[src/rtl/aes_io_pkg.sv]
// Shared definitions for the AES board I/O blocks.
//   - ASCII constants used to build the result report line
//   - FRAME_CHARS: characters per report line ("E:" + 32 hex + CR LF)
//   - tx_state_e: UART byte serializer state encoding
//   - hex_ascii(): 4-bit nibble to lowercase ASCII hex digit
package aes_io_pkg;

    localparam logic [7:0] CHAR_E     = 8'h45;
    localparam logic [7:0] CHAR_D     = 8'h44;
    localparam logic [7:0] CHAR_COLON = 8'h3A;
    localparam logic [7:0] CHAR_CR    = 8'h0D;
    localparam logic [7:0] CHAR_LF    = 8'h0A;

    localparam int FRAME_CHARS = 36;

    typedef enum logic [1:0] {
        IDLE  = 2'd0,
        START = 2'd1,
        DATA  = 2'd2,
        STOP  = 2'd3
    } tx_state_e;

    function automatic logic [7:0] hex_ascii(input logic [3:0] n);
        return (n < 4'd10) ? (8'h30 + {4'h0, n}) : (8'h57 + {4'h0, n});
    endfunction

endpackage

[src/rtl/uart_tx_byte.sv]
// 8N1 UART byte serializer.
//   clk, rst_n   : clock, asynchronous active-low reset
//   byte_valid   : byte_data offered this cycle
//   byte_data    : byte to send, LSB first
//   byte_ready   : a byte offered now is taken (idle, or last stop-bit cycle)
//   tx           : serial output, registered, idle high
// Accepting in the last stop-bit cycle lets characters run back-to-back
// with no idle bit between them.
module uart_tx_byte
    import aes_io_pkg::*;
#(
    parameter int CLKS_PER_BIT = 868
) (
    input  logic       clk,
    input  logic       rst_n,
    input  logic       byte_valid,
    input  logic [7:0] byte_data,
    output logic       byte_ready,
    output logic       tx
);

    localparam int TW = (CLKS_PER_BIT > 1) ? $clog2(CLKS_PER_BIT) : 1;
    localparam logic [TW-1:0] T_LAST = TW'(CLKS_PER_BIT - 1);

    tx_state_e   state_q, state_d;
    logic [TW-1:0] timer_q, timer_d;
    logic [2:0]  bit_q, bit_d;
    logic [7:0]  shift_q, shift_d;
    logic        tx_q, tx_d;
    logic        timer_last;

    assign timer_last = (timer_q == T_LAST);

    // State register
    always_ff @(posedge clk or negedge rst_n) begin
        if (!rst_n) begin
            state_q <= IDLE;
            timer_q <= '0;
            bit_q   <= '0;
            shift_q <= '0;
            tx_q    <= 1'b1;
        end else begin
            state_q <= state_d;
            timer_q <= timer_d;
            bit_q   <= bit_d;
            shift_q <= shift_d;
            tx_q    <= tx_d;
        end
    end

    // Next-state logic. tx_d is the line level for the state being entered,
    // so tx always comes straight from a flop.
    always_comb begin
        state_d = state_q;
        timer_d = timer_q;
        bit_d   = bit_q;
        shift_d = shift_q;
        tx_d    = tx_q;
        if (state_q != IDLE) begin
            timer_d = timer_last ? '0 : timer_q + 1'b1;
        end
        case (state_q)
            IDLE: begin
                if (byte_valid) begin
                    state_d = START;
                    timer_d = '0;
                    shift_d = byte_data;
                    tx_d    = 1'b0;
                end
            end
            START: begin
                if (timer_last) begin
                    state_d = DATA;
                    bit_d   = '0;
                    tx_d    = shift_q[0];
                end
            end
            DATA: begin
                if (timer_last) begin
                    if (bit_q == 3'd7) begin
                        state_d = STOP;
                        tx_d    = 1'b1;
                    end else begin
                        bit_d   = bit_q + 3'd1;
                        shift_d = shift_q >> 1;
                        tx_d    = shift_q[1];
                    end
                end
            end
            STOP: begin
                if (timer_last) begin
                    if (byte_valid) begin
                        state_d = START;
                        shift_d = byte_data;
                        tx_d    = 1'b0;
                    end else begin
                        state_d = IDLE;
                        tx_d    = 1'b1;
                    end
                end
            end
            default: begin
                state_d = IDLE;
                tx_d    = 1'b1;
            end
        endcase
    end

    // Outputs
    always_comb begin
        byte_ready = (state_q == IDLE) || ((state_q == STOP) && timer_last);
        tx         = tx_q;
    end

endmodule

[src/rtl/aes_result_uart_tx.sv]
// AES result reporter: captures a 128-bit result plus mode on result_valid
// and sends it as "E:<32 hex>\r\n" (or "D:...") over an 8N1 UART.
//   clk, rst_n    : clock, asynchronous active-low reset
//   result_valid  : single-cycle pulse, result_data/result_mode valid
//   result_data   : 128-bit block, bit 127 is the MSB of the first byte
//   result_mode   : 1 = encrypt result ('E'), 0 = decrypt result ('D')
//   tx            : UART serial output, idle high
//   busy          : frame in progress, result_valid ignored while high
//   overrun       : one-cycle pulse after a result_valid dropped while busy
// CLK_HZ/BAUD must be at least 2.
module aes_result_uart_tx
    import aes_io_pkg::*;
#(
    parameter int CLK_HZ = 100_000_000,
    parameter int BAUD   = 115200
) (
    input  logic         clk,
    input  logic         rst_n,
    input  logic         result_valid,
    input  logic [127:0] result_data,
    input  logic         result_mode,
    output logic         tx,
    output logic         busy,
    output logic         overrun
);

    localparam int CLKS_PER_BIT = CLK_HZ / BAUD;
    localparam logic [5:0] LAST_IDX = 6'(FRAME_CHARS - 1);

    logic [128:0] hold_q, hold_d;        // {mode, data}
    logic [5:0]   char_idx_q, char_idx_d; // character currently on the wire
    logic         busy_q, busy_d;
    logic         overrun_q, overrun_d;

    logic         accept;
    logic         byte_valid;
    logic         byte_ready;
    logic [7:0]   byte_data;
    logic [5:0]   next_idx;
    logic [5:0]   char_sel;
    logic         mode_sel;
    logic [4:0]   nib_sel;
    logic [3:0]   nibble;

    assign accept     = result_valid && !busy_q;
    assign next_idx   = char_idx_q + 6'd1;
    // Char 0 is launched in the capture cycle, straight from the inputs;
    // later characters are launched in the last stop-bit cycle of the previous one.
    assign byte_valid = accept || (busy_q && byte_ready && (char_idx_q != LAST_IDX));

    always_ff @(posedge clk or negedge rst_n) begin
        if (!rst_n) begin
            hold_q     <= '0;
            char_idx_q <= '0;
            busy_q     <= 1'b0;
            overrun_q  <= 1'b0;
        end else begin
            hold_q     <= hold_d;
            char_idx_q <= char_idx_d;
            busy_q     <= busy_d;
            overrun_q  <= overrun_d;
        end
    end

    always_comb begin
        hold_d     = hold_q;
        char_idx_d = char_idx_q;
        busy_d     = busy_q;
        overrun_d  = result_valid && busy_q;
        if (accept) begin
            hold_d     = {result_mode, result_data};
            char_idx_d = '0;
            busy_d     = 1'b1;
        end else if (busy_q && byte_ready) begin
            if (char_idx_q == LAST_IDX) begin
                busy_d     = 1'b0;
                char_idx_d = '0;
            end else begin
                char_idx_d = next_idx;
            end
        end
    end

    // Character mux. Hex digit k (char 2+k) is data nibble 31-k, i.e. bits
    // [4*(33-idx) +: 4].
    always_comb begin
        char_sel = accept ? 6'd0 : next_idx;
        mode_sel = accept ? result_mode : hold_q[128];
        nib_sel  = 5'(6'd33 - char_sel);
        nibble   = hold_q[{nib_sel, 2'b00} +: 4];
        if (char_sel == 6'd0) begin
            byte_data = mode_sel ? CHAR_E : CHAR_D;
        end else if (char_sel == 6'd1) begin
            byte_data = CHAR_COLON;
        end else if (char_sel <= 6'd33) begin
            byte_data = hex_ascii(nibble);
        end else if (char_sel == 6'd34) begin
            byte_data = CHAR_CR;
        end else begin
            byte_data = CHAR_LF;
        end
    end

    uart_tx_byte #(
        .CLKS_PER_BIT(CLKS_PER_BIT)
    ) u_tx (
        .clk       (clk),
        .rst_n     (rst_n),
        .byte_valid(byte_valid),
        .byte_data (byte_data),
        .byte_ready(byte_ready),
        .tx        (tx)
    );

    assign busy    = busy_q;
    assign overrun = overrun_q;

endmodule

[config.mk]
export PLATFORM = sky130hd
export DESIGN_NAME = aes_result_uart_tx
export DESIGN_NICKNAME = d
export VERILOG_FILES = /design/src/rtl/aes_io_pkg.sv /design/src/rtl/uart_tx_byte.sv /design/src/rtl/aes_result_uart_tx.sv
export SDC_FILE = /design/constraint.sdc
export NUM_CORES = 1
export LEC_CHECK = 0
export BUFFER_PORTS_ARGS = -buffer_cell sky130_fd_sc_hd__buf_4
export CORE_MARGIN = 2
export CORE_UTILIZATION = 51
export CTS_CLUSTER_SIZE = 8
export DETAILED_ROUTE_END_ITERATION = 8
export PLACE_DENSITY = 0.71
export SYNTH_ARGS = -nofsm -noshare
export SYNTH_HDL_FRONTEND = slang
export SYNTH_SLANG_ARGS = --single-unit
[constraint.sdc]
create_clock -name clk -period 9.9 [get_ports clk]
set_input_delay 1.485 -clock clk [delete_from_list [all_inputs] [get_ports clk]]
set_output_delay 1.485 -clock clk [all_outputs]
set_load 0.03 [all_outputs]
## After elaboration in Yosys (flattened, before gate mapping)

Cells that the tools add are included.

- $add $sub $neg: 6
- Multiplexer cells: 41
- Shift-type cells: 1
- Magnitude comparators: 2
- Equality and inequality tests: 15
- Reductions and logical operators: 20

Operators with widths:

| cell | number |
|---|---|
| variable part select 129 x 8 -> 4 bit | 1 |
| 2-to-1 mux 8 bit | 8 |
| 2-to-1 mux 10 bit | 4 |
| 2-to-1 mux 6 bit | 4 |
| one-hot mux 8 bit (3 select lines) | 1 |
| == test 6 bit, second input constant | 2 |
| 2-to-1 mux 1 bit | 12 |
| 2-to-1 mux 3 bit | 4 |
| AND reduction 4 bit | 3 |
| adder 10 x 1 -> 10 bit, second input constant | 1 |
| == test 10 bit, second input constant | 1 |
| 2-to-1 mux 2 bit | 5 |
| adder 7 x 4 -> 8 bit, first input constant | 1 |
| inequality test 2 x 1 -> 1 bit, second input constant | 4 |
| one-hot mux 2 bit (4 select lines) | 1 |
| nonzero test 2 bit | 4 |
| adder 6 x 4 -> 7 bit, first input constant | 1 |
| adder 6 x 1 -> 6 bit, second input constant | 1 |
| == test 6 x 1 -> 1 bit, second input constant | 1 |
| <= comparator 6 bit, second input constant | 1 |
| zero test 6 bit | 1 |
| inequality test 6 bit, second input constant | 1 |
| one-hot mux 3 bit (2 select lines) | 1 |
| logical AND 1 bit | 5 |
| other kinds (14) | 17 |

- Output and inout port bits: 3
- Register bits after elaboration: 161
- Word-level logic and storage cells: 94

## Logic depth before layout (Yosys ltp)

Gate-level depths: netlist of the first run.

- Depth after elaboration: 13
- Mapped depth: 20
- Mapped depth without buffers: 14

## Cells and area by module

Synthesis of the first run repeated with hierarchy kept, for this count alone.

- Cell total of the unflattened synthesis: 968
- Area, all modules: 8204.1 um2

Modules (own cells, without submodules):

| module | cells an instance | seq. area each (um2) | area an instance (um2) | instances |
|---|---|---|---|---|
| aes_result_uart_tx | 831 | 3428.3 | 6785.3 | 1 |
| uart_tx_byte | 137 | 601.8 | 1418.9 | 1 |

## Least setup slack after synthesis of the first run

OpenSTA, ideal clock, no wires.

- Path type: input-to-reg
- Start: input port result_valid
- End: register u_tx.shift_q[2]
- Data arrival time: 5350 ps
- Buffers on the path: 6
- Setup slack: 4481 ps
- Stages: 18
- Required time: 9831 ps
- Path through: nand2b_1 > buf_2 > buf_2 > clkbuf_1 > clkbuf_1 > clkbuf_1 > nand2_1 > ha_1 > nor3_1 > nor2_2 > a2111oi_0 > or4_1 > buf_2 > ha_1 > o21ai_0 > o22a_1 > or4b_1 > nand3_1

- Longest elaborated chain between the ends: 12
- Elaborated cells on any way between the ends: 20
- Those cells by class: add/sub: 3; order compare: 2; eq/ne: 2; shift: 1; mux: 9; reduce/logical: 3

RTL lines:

| what | line | text |
|---|---|---|
| start, declared | aes_result_uart_tx.sv:19 | `input logic result_valid,` |
| logical AND 1 bit * | aes_result_uart_tx.sv:45 | `assign accept = result_valid && !busy_q;` |
| 2-to-1 mux 6 bit | aes_result_uart_tx.sv:87 | `char_sel = accept ? 6'd0 : next_idx;` |
| subtractor 1 x 5 -> 5 bit | aes_result_uart_tx.sv:89 | `nib_sel = 5'(6'd33 - char_sel);` |
| variable part select 129 x 8 -> 4 bit | aes_result_uart_tx.sv:90 | `nibble = hold_q[{nib_sel, 2'b00} +: 4];` |
| adder 7 x 4 -> 8 bit, or another cell as far along | aes_io_pkg.sv:24 | `return (n < 4'd10) ? (8'h30 + {4'h0, n}) : (8'h57 + {4'h0, n});` |
| 2-to-1 mux 8 bit | aes_io_pkg.sv:24 |  |
| 2-to-1 mux 8 bit | aes_result_uart_tx.sv:95 | `end else if (char_sel <= 6'd33) begin` |
| 2-to-1 mux 8 bit | aes_result_uart_tx.sv:93 | `end else if (char_sel == 6'd1) begin` |
| 2-to-1 mux 8 bit | aes_result_uart_tx.sv:91 | `if (char_sel == 6'd0) begin` |
| 2-to-1 mux 8 bit * | uart_tx_byte.sv:64, uart_tx_byte.sv:92 |  |
| 2-to-1 mux 8 bit | uart_tx_byte.sv:91 | `if (timer_last) begin` |
| one-hot mux 8 bit (3 select lines) * | uart_tx_byte.sv:62 | `case (state_q)` |
| end signal, assigned | uart_tx_byte.sv:46 | `shift_q <= shift_d;` |
| end, declared | uart_tx_byte.sv:28 | `logic [7:0] shift_q, shift_d;` |

Mark *: on every way between the ends. The rest lies on a longest branch, timed or not. The select of a mux whose other input is x is not followed.
A chain may end at the register's enable or synchronous reset.

## Worst setup path after layout of the first run

Ends and elaborated chain as after synthesis.

==> key figures, run 1 <==
Route
  • Final wirelength: 22020 um
  • DRC Markers: 0
  • DRT Pass-1 Iters: 6
  • DR vias: 7454
  • DRT iter0 DRCs: ~630
  • Avg WL per Cell: about 16 um
  • Routed Antenna Nets: 0
  • Via-per-instance ratio: approximately 5.6

Clock network
  • Total CTS buffers: 17
  • # hold bufs at CTS: 0
  • CTS tree: done
  • # resized after CTS: 0
  • CTS Sinks: 160
  • Later-pin clock latency in the skew report: about 0.43 ns
  • CTS HTree Levels: 4
  • Clk buf depth: 2
  • Post-CTS Setup Bufs: 0
  • CTS root buf: clkbuf_16
  • Clock-pin transition on the worst setup and hold timing paths: about 0.070 ns

Synth
  • Dominant cell type by area after synthesis: dfrtp_1
  • Post-synth ARST share: 100.0%
  • Mapped cell area: roughly 8500 sq um
  • Post-Syn Nets: between 1k and 1.5k
  • Mapped Cells: approximately 1k
  • Main flop type after synthesis: dfrtp_1
  • Avg Cell Area, Syn: 8.359 sq um
  • Register area share after synthesis: a little under half
  • Top cells by area, synth: dfrtp_1, nand2_1, mux2i_1, o21ai_0, clkbuf_1
  • Yosys top cell area share: about 47%
  • EDFF count, synth: 0
  • Warnings, synthesis: 0
  • FF+latch count, synth: 160
  • Count of cell types in the netlist: 66

Floorplan
  • Die H: roughly 130 um
  • # IOs: between 100 and 150
  • Core Area: approximately 16000 sq um
  • Die area: 17670 sq um
  • Core Rows: 47
  • Die width: between 100 and 150 um
  • Initial core utilization: about half

Timing
  • Setup TNS Final: 0 ns
  • Slew Viols, Final: 0
  • Max Fclk: 0.1654 GHz
  • RSZ-0062 raised after global routing: false
  • Skew final: 0.009607 ns
  • Setup ws final: just under 4 ns
  • Tmin final: about 6 ns
  • Slew margin rel.: a little under a third
  • Worst-Margin Slew: ~1.0 ns
  • # setup viols final: 0
  • Final period util: 61.08%
  • Final Hold Vio Count: 0

Cells and area
  • Proportion of layout cells with a drive suffix above 1: 17.64%
  • Diode count: 0
  • P&R area growth vs syn: 20.27%
  • Final nets: 1247
  • Most frequent cells in the layout: nand2_1, dfrtp_1, buf_4
  • Commonest non-fill, non-tap cell in the layout: nand2_1
  • Post-layout util: slightly above 60%

Min path
  • Min-delay src: hold_q[78]
  • Class of the worst hold path: register to register

Flow run
  • MaxCap Viol Count: 0

Setup path
  • Worst R2R Start: char_idx_q[0]
  • Kind of critical path: input pin to register
  • Data arrival time of the worst path: between 6 and 7 ns
  • CP required: between 10 and 15 ns
  • CP Launch Point: result_valid
  • Crit path max fanout: 55
  • Worst Setup Start Kind: input pin
  • CP Capture Type: register

Global route
  • Overall routing resource usage: 25.55%
  • Pin count of the biggest net entering global routing: between 100 and 150
  • Antenna violations before repair: 0
  • GRT overflow: 0
  • Vias in the first global route: 7145
  • First-pass GRT wire length: 36170 um

Power and ir drop
  • Leak pwr: a little over 5 nW
  • Pwr Density: between 150 and 200 nW/um^2
  • Peak VDD IR: roughly 0.12 mV

Placement
  • Number of I/O port buffers: ~130
  • GPL Wtd Cong: between 0.9 and 1
  • Post-DP HPWL: about 15000 um
  • DP Worst Slack: ~3.5 ns

Run status
  • Status: complete, no violations
final cells by class:
class | count | area [sq um]
well taps | 220 | 275.3
fillers | 1461 | 6213
multi-input cells | 768 | 4135
inverters | 16 | 60.06
clock buffers | 18 | 439.2
clock inverters | 14 | 215.2
flip-flops and latches | 160 | 4006
repair buffers | 141 | 1062
sequential cells by signal, summed over array words and instances (netlist names):
| register | cells |
|---|---|
| u_tx.timer_q | 10 |
| char_idx_q | 6 |
| u_tx.state_q | 2 |
| u_tx.shift_q | 7 |
| u_tx.tx | 1 |
| overrun | 1 |
| busy | 1 |
| u_tx.bit_q | 3 |
| hold_q | 129 |
report_power, final:
part / internal [mW] / switching, mW
clock: 0.439 / 0.294
combinational: 0.129 / 0.158
sequential: 0.719 / 0.0433
total: 1.29 / 0.496
final timing paths:
check,cells past startpoint,endpoint,slack [ns]
worst min register to register,2,hold_q[78],0.47
worst min-delay path,2,hold_q[78],0.47
worst max register to register,15,u_tx.shift_q[2],4.02
worst max-delay path,15,u_tx.shift_q[2],3.85
min in group asynchronous,1,hold_q[121],1.09
max in group asynchronous,2,hold_q[20],7.38
through the flow:
stage | instances | power (mW) | instance area [sq um] | hold WS, ns
after global placement | 1305 | 1.052 | 9539 | 0.4541
final | 1337 | 1.782 | 10190 | 0.4712
after detailed placement | 1305 | 1.057 | 9539 | 0.4557
after CTS | 1337 | 1.788 | 10190 | 0.4741
after global routing | 1337 | 1.854 | 10190 | 0.4857
after floorplan | 1014 | 0.9389 | 8476 | 0.4336
routing by layer:
| layer | routed length (um) | vias to the layer above | share of wire, % | GRT usage (%) |
|---|---|---|---|---|
| met5 | 0 | - | 0 | 0 |
| li1 | - | 3652 | - | - |
| met4 | 536 | 0 | 2.4 | 7.527 |
| met1 | 9889 | 3524 | 45 | 36.29 |
| met3 | 1098 | 45 | 5.0 | 4.559 |
| met2 | 10490 | 233 | 48 | 40.30 |
critical path, cell delays in order:
cell and delay [ns]:
buf_4 0.17, nand2b_4 0.44, and2_0 0.47, clkinv_1 0.43, ha_1 0.87, clkinv_1 0.48
o21ai_0 0.18, a221oi_1 0.06, a2111oi_0 0.38, o32a_1 0.30, ha_1 0.22, o21ai_0 0.09
o22a_1 0.22, or4b_1 0.50, nand3_1 0.09
cell usage after synthesis (3+ instances only):
| cell type | number |
|---|---|
| and3_1 | 3 |
| and2_1 | 8 |
| buf_4 | 3 |
| nor3_1 | 12 |
| a22oi_1 | 5 |
| nand4_1 | 4 |
| inv_1 | 13 |
| a31oi_1 | 8 |
| xnor2_1 | 3 |
| mux2i_1 | 26 |
| o22a_1 | 3 |
| or3_1 | 13 |
| a2bb2oi_1 | 6 |
| nand2_1 | 398 |
| buf_1 | 9 |
| o221ai_1 | 9 |
| o22ai_1 | 9 |
| o32ai_1 | 5 |
| nand2b_1 | 18 |
| nor2_1 | 25 |
| nor4b_1 | 4 |
| xor2_1 | 3 |
| a221oi_1 | 6 |
| nor3b_1 | 13 |
| clkinv_1 | 3 |
| dfrtp_1 | 159 |
| a21oi_1 | 27 |
| nor2b_1 | 3 |
| ha_1 | 11 |
| o21ai_0 | 44 |
| o31ai_1 | 6 |
| buf_2 | 13 |
| a31o_2 | 3 |
| nor4_1 | 3 |
| a2111oi_0 | 8 |
| a22o_1 | 9 |
| clkbuf_1 | 45 |
| a311oi_1 | 11 |
| o211ai_1 | 5 |
| nand3_1 | 14 |
| mux2_2 | 9 |
cell families after synthesis:
logic type,count (synthesis),synth area share (%)
adders and majority gates,11,1.624
and+or+nand+nor,531,26.85
DFF,160,47.25
xor gates and xnor gates,7,0.8121
muxes,35,4.266
buffers and inverters,86,4.133
AOI/OAI and AO/OA,184,15.06
No activity file was read; power rests on OpenSTA's default activity.
==> run 2, diff against run 1 <==
--- a/config.mk
+++ b/config.mk
@@ -10,7 +10,7 @@
 export CORE_UTILIZATION = 51
 export CTS_CLUSTER_SIZE = 8
 export DETAILED_ROUTE_END_ITERATION = 8
-export PLACE_DENSITY = 0.71
+export PLACE_DENSITY = 0.74
 export SYNTH_ARGS = -nofsm -noshare
 export SYNTH_HDL_FRONTEND = slang
 export SYNTH_SLANG_ARGS = --single-unit
==> constraint.sdc (replaced) <==
create_clock -name clk -period 5 [get_ports clk]
set_input_delay 0.75 -clock clk [delete_from_list [all_inputs] [get_ports clk]]
set_output_delay 0.75 -clock clk [all_outputs]
set_load 0.03 [all_outputs]
==> run 2 against run 1 <==
Flip-flop and latch count is the same. Total power grew 94%. First-iteration DRC count grew 12%. Critical path type is now register to register. Highest routed layer unchanged. Sequential share of layout area shrank 0.18 points. Non-clock buffer count grew 9.
==> key figures, run 2 (synthesis results as in run 1) <==
Run status
  • Status: complete, no violations

Floorplan
  • # IOs: 135 (unchanged)
  • Die H: 132.9 um (unchanged)
  • Die area: 17670 sq um (unchanged)
  • Die width: 132.9 um (unchanged)
  • Core Rows: 47 (unchanged)
  • Initial core utilization: 51.66% (unchanged)
  • Core Area: 16410 sq um (unchanged)

Global route
  • Pin count of the biggest net entering global routing: 159 (+50%)
  • First-pass GRT wire length: 36830 um (+1.8%)
  • Overall routing resource usage: 26.07% (+0.52 points)
  • GRT overflow: 0 (unchanged)
  • Antenna violations before repair: 0 (unchanged)
  • Vias in the first global route: 7469 (+4.5%)

Cells and area
  • Non-Filler Instances: 1346 (+0.67%)
  • Max FFs per register: 129 (unchanged)
  • Cell area after layout: 10240 sq um (+0.45%)
  • Largest registers: hold_q (129), u_tx.timer_q (10), u_tx.shift_q (7)
  • Proportion of layout cells with a drive suffix above 1: 18.29% (+0.66 points)
  • Reg area: 4006 sq um (unchanged)
  • Top reg by flops: hold_q
  • P&R area growth vs syn: 20.81%
  • Final nets: 1256 (+0.72%)
  • Area of the multi-input gates: 4135 sq um (unchanged)
  • Fill count: 1440 (-1.4%)
  • Diode count: 0 (unchanged)
  • Commonest non-fill, non-tap cell in the layout: nand2_1
  • Most frequent cells in the layout: nand2_1, dfrtp_1, buf_4

Setup path
  • Reg2reg path depth: 14 (-1)
  • CP Buf/Inv Count: 2 (-1)
  • Crit path max fanout: 10 (-82%)
  • Crit. path cell count: 14 (-1)
  • R2R setup slack: 0.97 ns (-3.05 ns)
  • FF-to-FF End: u_tx.shift_q[2]
  • Worst Setup EP: u_tx.shift_q[2]
  • CP required: 5.37 ns (-4.89 ns)
  • Worst Setup Start Kind: register
  • Slowest stage cell on the critical path: or4b_1
  • Delay-heaviest family, CP: compound AO/OA/AOI/OAI gates
  • Kind of critical path: register to register
  • CP Launch Point: char_idx_q[0]
  • CP Capture Type: register
  • Data arrival time of the worst path: 4.41 ns (-2.00 ns)
  • Cells along the critical path: ha_1 -> and2_0 -> clkinv_1 -> ha_1 -> clkinv_1 -> o21ai_0 -> a221oi_1 -> a2111oi_0 -> o32a_1 -> ha_1 -> o21ai_0 -> o22a_1 -> or4b_1 -> nand3_1
  • CP most frequent cell: ha_1
  • CP peak stage delay: 0.50 ns (-0.37 ns)
  • Worst R2R Start: char_idx_q[0]

Timing
  • Worst-Margin Slew: 0.7633 ns (-0.2768 ns)
  • Slew margin rel.: 48.40% (+18 points)
  • Max Fclk: around 0.25 GHz
  • Skew final: 0.01154 ns (+0.001934 ns)
  • Tmin final: a little over 4 ns
  • Final period util: 80.70%
  • # setup viols final: 0 (unchanged)
  • Slew Viols, Final: 0 (unchanged)
  • Final Hold Vio Count: 0 (unchanged)
  • RSZ-0062 raised after global routing: false
  • Setup ws final: 0.9652 ns (-2.887 ns)
  • Setup TNS Final: 0 ns (unchanged)

Clock network
  • CTS tree: done
  • Later-pin clock latency in the skew report: 0.44 ns (about the same)
  • # hold bufs at CTS: 0 (unchanged)
  • Total CTS buffers: 17 (unchanged)
  • Post-CTS Setup Bufs: 0 (unchanged)
  • Clk buf depth: 2 (unchanged)
  • Clock-pin transition on the worst setup and hold timing paths: 0.07 ns (about the same)
  • CTS HTree Levels: 4 (unchanged)
  • # resized after CTS: 0 (unchanged)
  • CTS Sinks: 160 (unchanged)
  • CTS root buf: clkbuf_16

Route
  • DR vias: 7543 (+1.2%)
  • DRT Pass-1 Iters: 5 (-1)
  • DRT iter0 DRCs: 712 (+12%)
  • Via-per-instance ratio: 5.604 (+0.52%)
  • Avg WL per Cell: 16.46 um (about the same)
  • Final wirelength: 22160 um (+0.65%)
  • Routed Antenna Nets: 0 (unchanged)
  • DRC Markers: 0 (unchanged)

Power and ir drop
  • Power Total: 3.452 mW (+94%)
  • Peak VDD IR: 0.2396 mV (+96%)
  • Pwr Density: 337.1 nW/um^2 (+93%)
  • Leak pwr: 5.125 nW (+0.83%)

Placement
  • Placed cells: 1314 (+0.69%)
  • GPL Wtd Cong: 0.8945 (-2.0%)
  • Placed instance area: 9619 sq um (+0.84%)
  • DP Worst Slack: 0.7529 ns (-2.714 ns)
  • Number of I/O port buffers: 134 (unchanged)
  • Post-DP HPWL: 15160 um (+2.3%)

Flow run
  • MaxCap Viol Count: 0 (unchanged)

Min path
  • Class of the worst hold path: input pin to async pin
## run 2: changes by cell type in the layout (fill, tap and decap cells not counted), sizes merged
cell	delta
bufinv	-2
inv	+1
buf	+9
clkinv	+4
clkinvlp	-2
clkbuf	-1
## run 2: worst min path at each step
stage,start,endpoint,slack (ns),depth (start not counted)
global placement,hold_q[128],hold_q[128],0.45,2
global route,rst_n,hold_q[107],0.41,1
floorplan,hold_q[128],hold_q[128],0.43,2
CTS,rst_n,u_tx.timer_q[8],0.37,1
detailed placement,hold_q[28],hold_q[28],0.46,2
finish,rst_n,hold_q[119],0.35,1
## run 2: through the flow
stage,utilization (%),hold slack (ns)
global placement,58.63,0.4502
detailed placement,58.63,0.4579
floorplan,-,0.4336
CTS,62.41,0.3711
global route,62.41,0.4052
finish,62.41,0.3491
## run 2: layout make-up
| cell class | instances | share of cell area, % |
|---|---|---|
| Clock inverter | 15 | 1.906 |
| Timing Repair Buffer | 150 | 11.16 |
| Clock buffer | 17 | 4.154 |
| Multi-Input combinational cell | 768 | 40.38 |
| Inverter | 16 | 0.5865 |
| Tap cell | 220 | 2.688 |
| Sequential cell | 160 | 39.13 |
## run 2: routing by layer
metal / global-route usage, % / up-vias / part of all wire, %
met4: 10.75 / 0 / 2.6
li1: - / 3668 / -
met1: 35.80 / 3566 / 44
met5: 0 / - / 0
met2: 40.88 / 265 / 47
met3: 4.904 / 44 / 6.3
## run 2: where the power goes
group | switching [mW] | total [mW] | internal (mW)
logic | 0.324 | 0.582 | 0.259
clock network | 0.604 | 1.37 | 0.765
registers | 0.0785 | 1.50 | 1.42
total | 1.01 | 3.45 | 2.45
==> run 3, diff against run 2 <==
==> constraint.sdc (replaced) <==
create_clock -name clk -period 3.7 [get_ports clk]
set_input_delay 0.555 -clock clk [delete_from_list [all_inputs] [get_ports clk]]
set_output_delay 0.555 -clock clk [all_outputs]
set_load 0.03 [all_outputs]
==> run 3 against run 2 <==
Clock power up 40%. Sequential power up 35%. Critical path type unchanged. Maximum frequency up 14%. Highest routed layer unchanged. Critical path depth down 1. Cell count up 1.8%. First-iteration DRC count down 0.56%.
==> key figures, run 3 (synthesis results as in run 1) <==
Cells and area
  • Diode count: 0 (unchanged)
  • Largest registers: hold_q (129), u_tx.timer_q (10), u_tx.shift_q (7)
  • Max FFs per register: 129 (unchanged)
  • Proportion of layout cells with a drive suffix above 1: 20.78% (+2.5 points)
  • Top reg by flops: hold_q
  • Final nets: 1280 (+1.9%)
  • P&R area growth vs syn: 24.42%
  • Post-layout util: 64.27% (+1.9 points)
  • Commonest non-fill, non-tap cell in the layout: nand2_1
  • Most frequent cells in the layout: nand2_1, buf_4, dfrtp_1

Run status
  • Status: complete, no violations

Clock network
  • Later-pin clock latency in the skew report: 0.43 ns (about the same)
  • CTS HTree Levels: 4 (unchanged)
  • CTS tree: done
  • Clock-pin transition on the worst setup and hold timing paths: 0.06 ns (about the same)
  • Total CTS buffers: 17 (unchanged)
  • CTS Sinks: 160 (unchanged)
  • Post-CTS Setup Bufs: 0 (unchanged)
  • CTS root buf: clkbuf_16
  • Clk buf depth: 2 (unchanged)
  • # hold bufs at CTS: 0 (unchanged)

Placement
  • DP Worst Slack: 0.03645 ns (-0.7165 ns)
  • Number of I/O port buffers: 134 (unchanged)
  • GPL Wtd Cong: 0.9421 (+5.3%)
  • Post-DP HPWL: 15620 um (+3.0%)

Route
  • Via-per-instance ratio: 5.587 (-0.31%)
  • Routed Antenna Nets: 0 (unchanged)
  • DRT Pass-1 Iters: 7 (+2)
  • Final wirelength: 22520 um (+1.6%)
  • DRC Markers: 0 (unchanged)
  • DR vias: 7654 (+1.5%)
  • Avg WL per Cell: 16.44 um (-0.18%)
  • DRT iter0 DRCs: 708 (-0.56%)

Setup path
  • Crit path max fanout: 17 (+7)
  • CP Launch Point: char_idx_q[0]
  • Data arrival time of the worst path: 3.90 ns (-0.51 ns)
  • CP Capture Type: register
  • Worst Setup Start Kind: register
  • CP required: 4.06 ns (-1.31 ns)
  • Kind of critical path: register to register
  • FF-to-FF End: u_tx.shift_q[2]
  • Reg2reg path depth: 13 (-1)
  • Worst R2R Start: char_idx_q[0]
  • R2R setup slack: 0.15 ns (-0.81 ns)

Timing
  • Final Hold Vio Count: 0 (unchanged)
  • Final period util: 95.90% (+15 points)
  • Worst-Margin Slew: 0.8763 ns (+0.1130 ns)
  • # setup viols final: 0 (unchanged)
  • Setup ws final: 0.1516 ns (-0.8136 ns)
  • Tmin final: 3.548 ns (-0.4864 ns)
  • Slew Viols, Final: 0 (unchanged)
  • Skew final: 0.009606 ns (-0.001935 ns)
  • Slew margin rel.: 41.58% (-6.8 points)
  • Max Fclk: 0.2818 GHz (+14%)

Floorplan
  • Die H: 132.9 um (unchanged)
  • Die area: 17670 sq um (unchanged)
  • Initial core utilization: 51.66% (unchanged)
  • Core Rows: 47 (unchanged)
  • Core Area: 16410 sq um (unchanged)
  • Die width: 132.9 um (unchanged)
  • # IOs: 135 (unchanged)

Power and ir drop
  • Peak VDD IR: 0.3530 mV (+47%)
  • Leak pwr: 5.257 nW (+2.6%)
  • Pwr Density: 456.1 nW/um^2 (+35%)

Global route
  • GRT overflow: 0 (unchanged)
  • Gr busiest metal: met2
  • Overall routing resource usage: 25.99% (-0.076 points)
  • Antenna violations before repair: 0 (unchanged)
  • Pin count of the biggest net entering global routing: 158 (-0.63%)
  • Met3 Usage GRT: 3.946% (-0.96 points)
  • Vias in the first global route: 7444 (-0.33%)
  • GR Layer Usage met1: 35.15% (-0.65 points)
  • First-pass GRT wire length: 36730 um (-0.26%)
  • M2 GR Usage: 43.06% (+2.2 points)

Min path
  • Class of the worst hold path: input pin to async pin

Flow run
  • MaxCap Viol Count: 0 (unchanged)
## run 3: cell count changes in the layout (fill, tap and decap cells not counted), sizes merged
cell      before  now
buf          150  174
clkinv         7    4
inv           22   19
bufinv         2    4
clkbuf        17   19
clkinvlp       0    2
## run 3: through the flow
step	instances	hold slack [ns]	area [sq um]	TNS (ns)	total power [mW]
2_1_floorplan	1014	0.2594	8612	0	2.536
3_3_place_gp	1338	0.4498	9884	0	2.883
3_5_place_dp	1338	0.4536	9884	0	2.902
4_1_cts	1370	0.2494	10530	0	4.820
5_1_grt	1370	0.2894	10550	-0.05177	5.006
6_report	1370	0.2120	10550	0	4.809
## run 3: per-layer routing
metal,vias up,share of wire (%),routed length (um)
met4,0,2.0,442
met5,-,0,0
li1,3713,-,-
met3,32,5.0,1134
met2,239,49,10940
met1,3670,44,9995
## run 3: power by group
part	total, mW	leakage (nW)	switching (mW)	internal (mW)
registers	2.03	2.00	0.108	1.92
clock network	1.92	0.308	0.750	1.16
logic	0.862	2.95	0.455	0.407
total	4.81	5.26	1.31	3.50
## run 3: worst max-delay path by stage
| stage | end | slack, ns | depth (start not counted) |
|---|---|---|---|
| 6_report | u_tx.shift_q[2] | 0.15 | 13 |
| 5_1_grt | u_tx.shift_q[2] | -0.05 | 14 |
| 4_1_cts | u_tx.shift_q[2] | 0.15 | 13 |
| 3_5_place_dp | u_tx.shift_q[2] | 0.04 | 13 |
| 3_3_place_gp | u_tx.shift_q[2] | 0.16 | 13 |
| 2_1_floorplan | u_tx.shift_q[1] | 0.003 | 18 |
## run 3: repair_timing
| item | CTS | global route |
|---|---|---|
| endpoints found under the hold margin | 0 | 0 |
| resized for setup | 0 | 7 |
| endpoints found under the setup margin | 0 | 1 |
## run 3: critical path: stages (launching register included)
cell and delay [ns]:
dfrtp_2 0.43, ha_1 0.32, buf_4 0.21, or2_2 0.35, buf_4 0.18, o32ai_1 0.22, a21oi_1 0.06, a2111oi_1 0.45
or4_4 0.21, ha_2 0.19, o21ai_0 0.08, o22a_1 0.19, or4b_1 0.51, nand3_1 0.08
## run 3: final cells by class
cell class,count,area [sq um]
multi-input combinational,768,4200
clock buffer,19,442.9
tap,220,275.3
fill,1402,5862
sequential,160,4008
clock inverter,13,198.9
timing repair buffer,174,1360
inverter,16,60.06
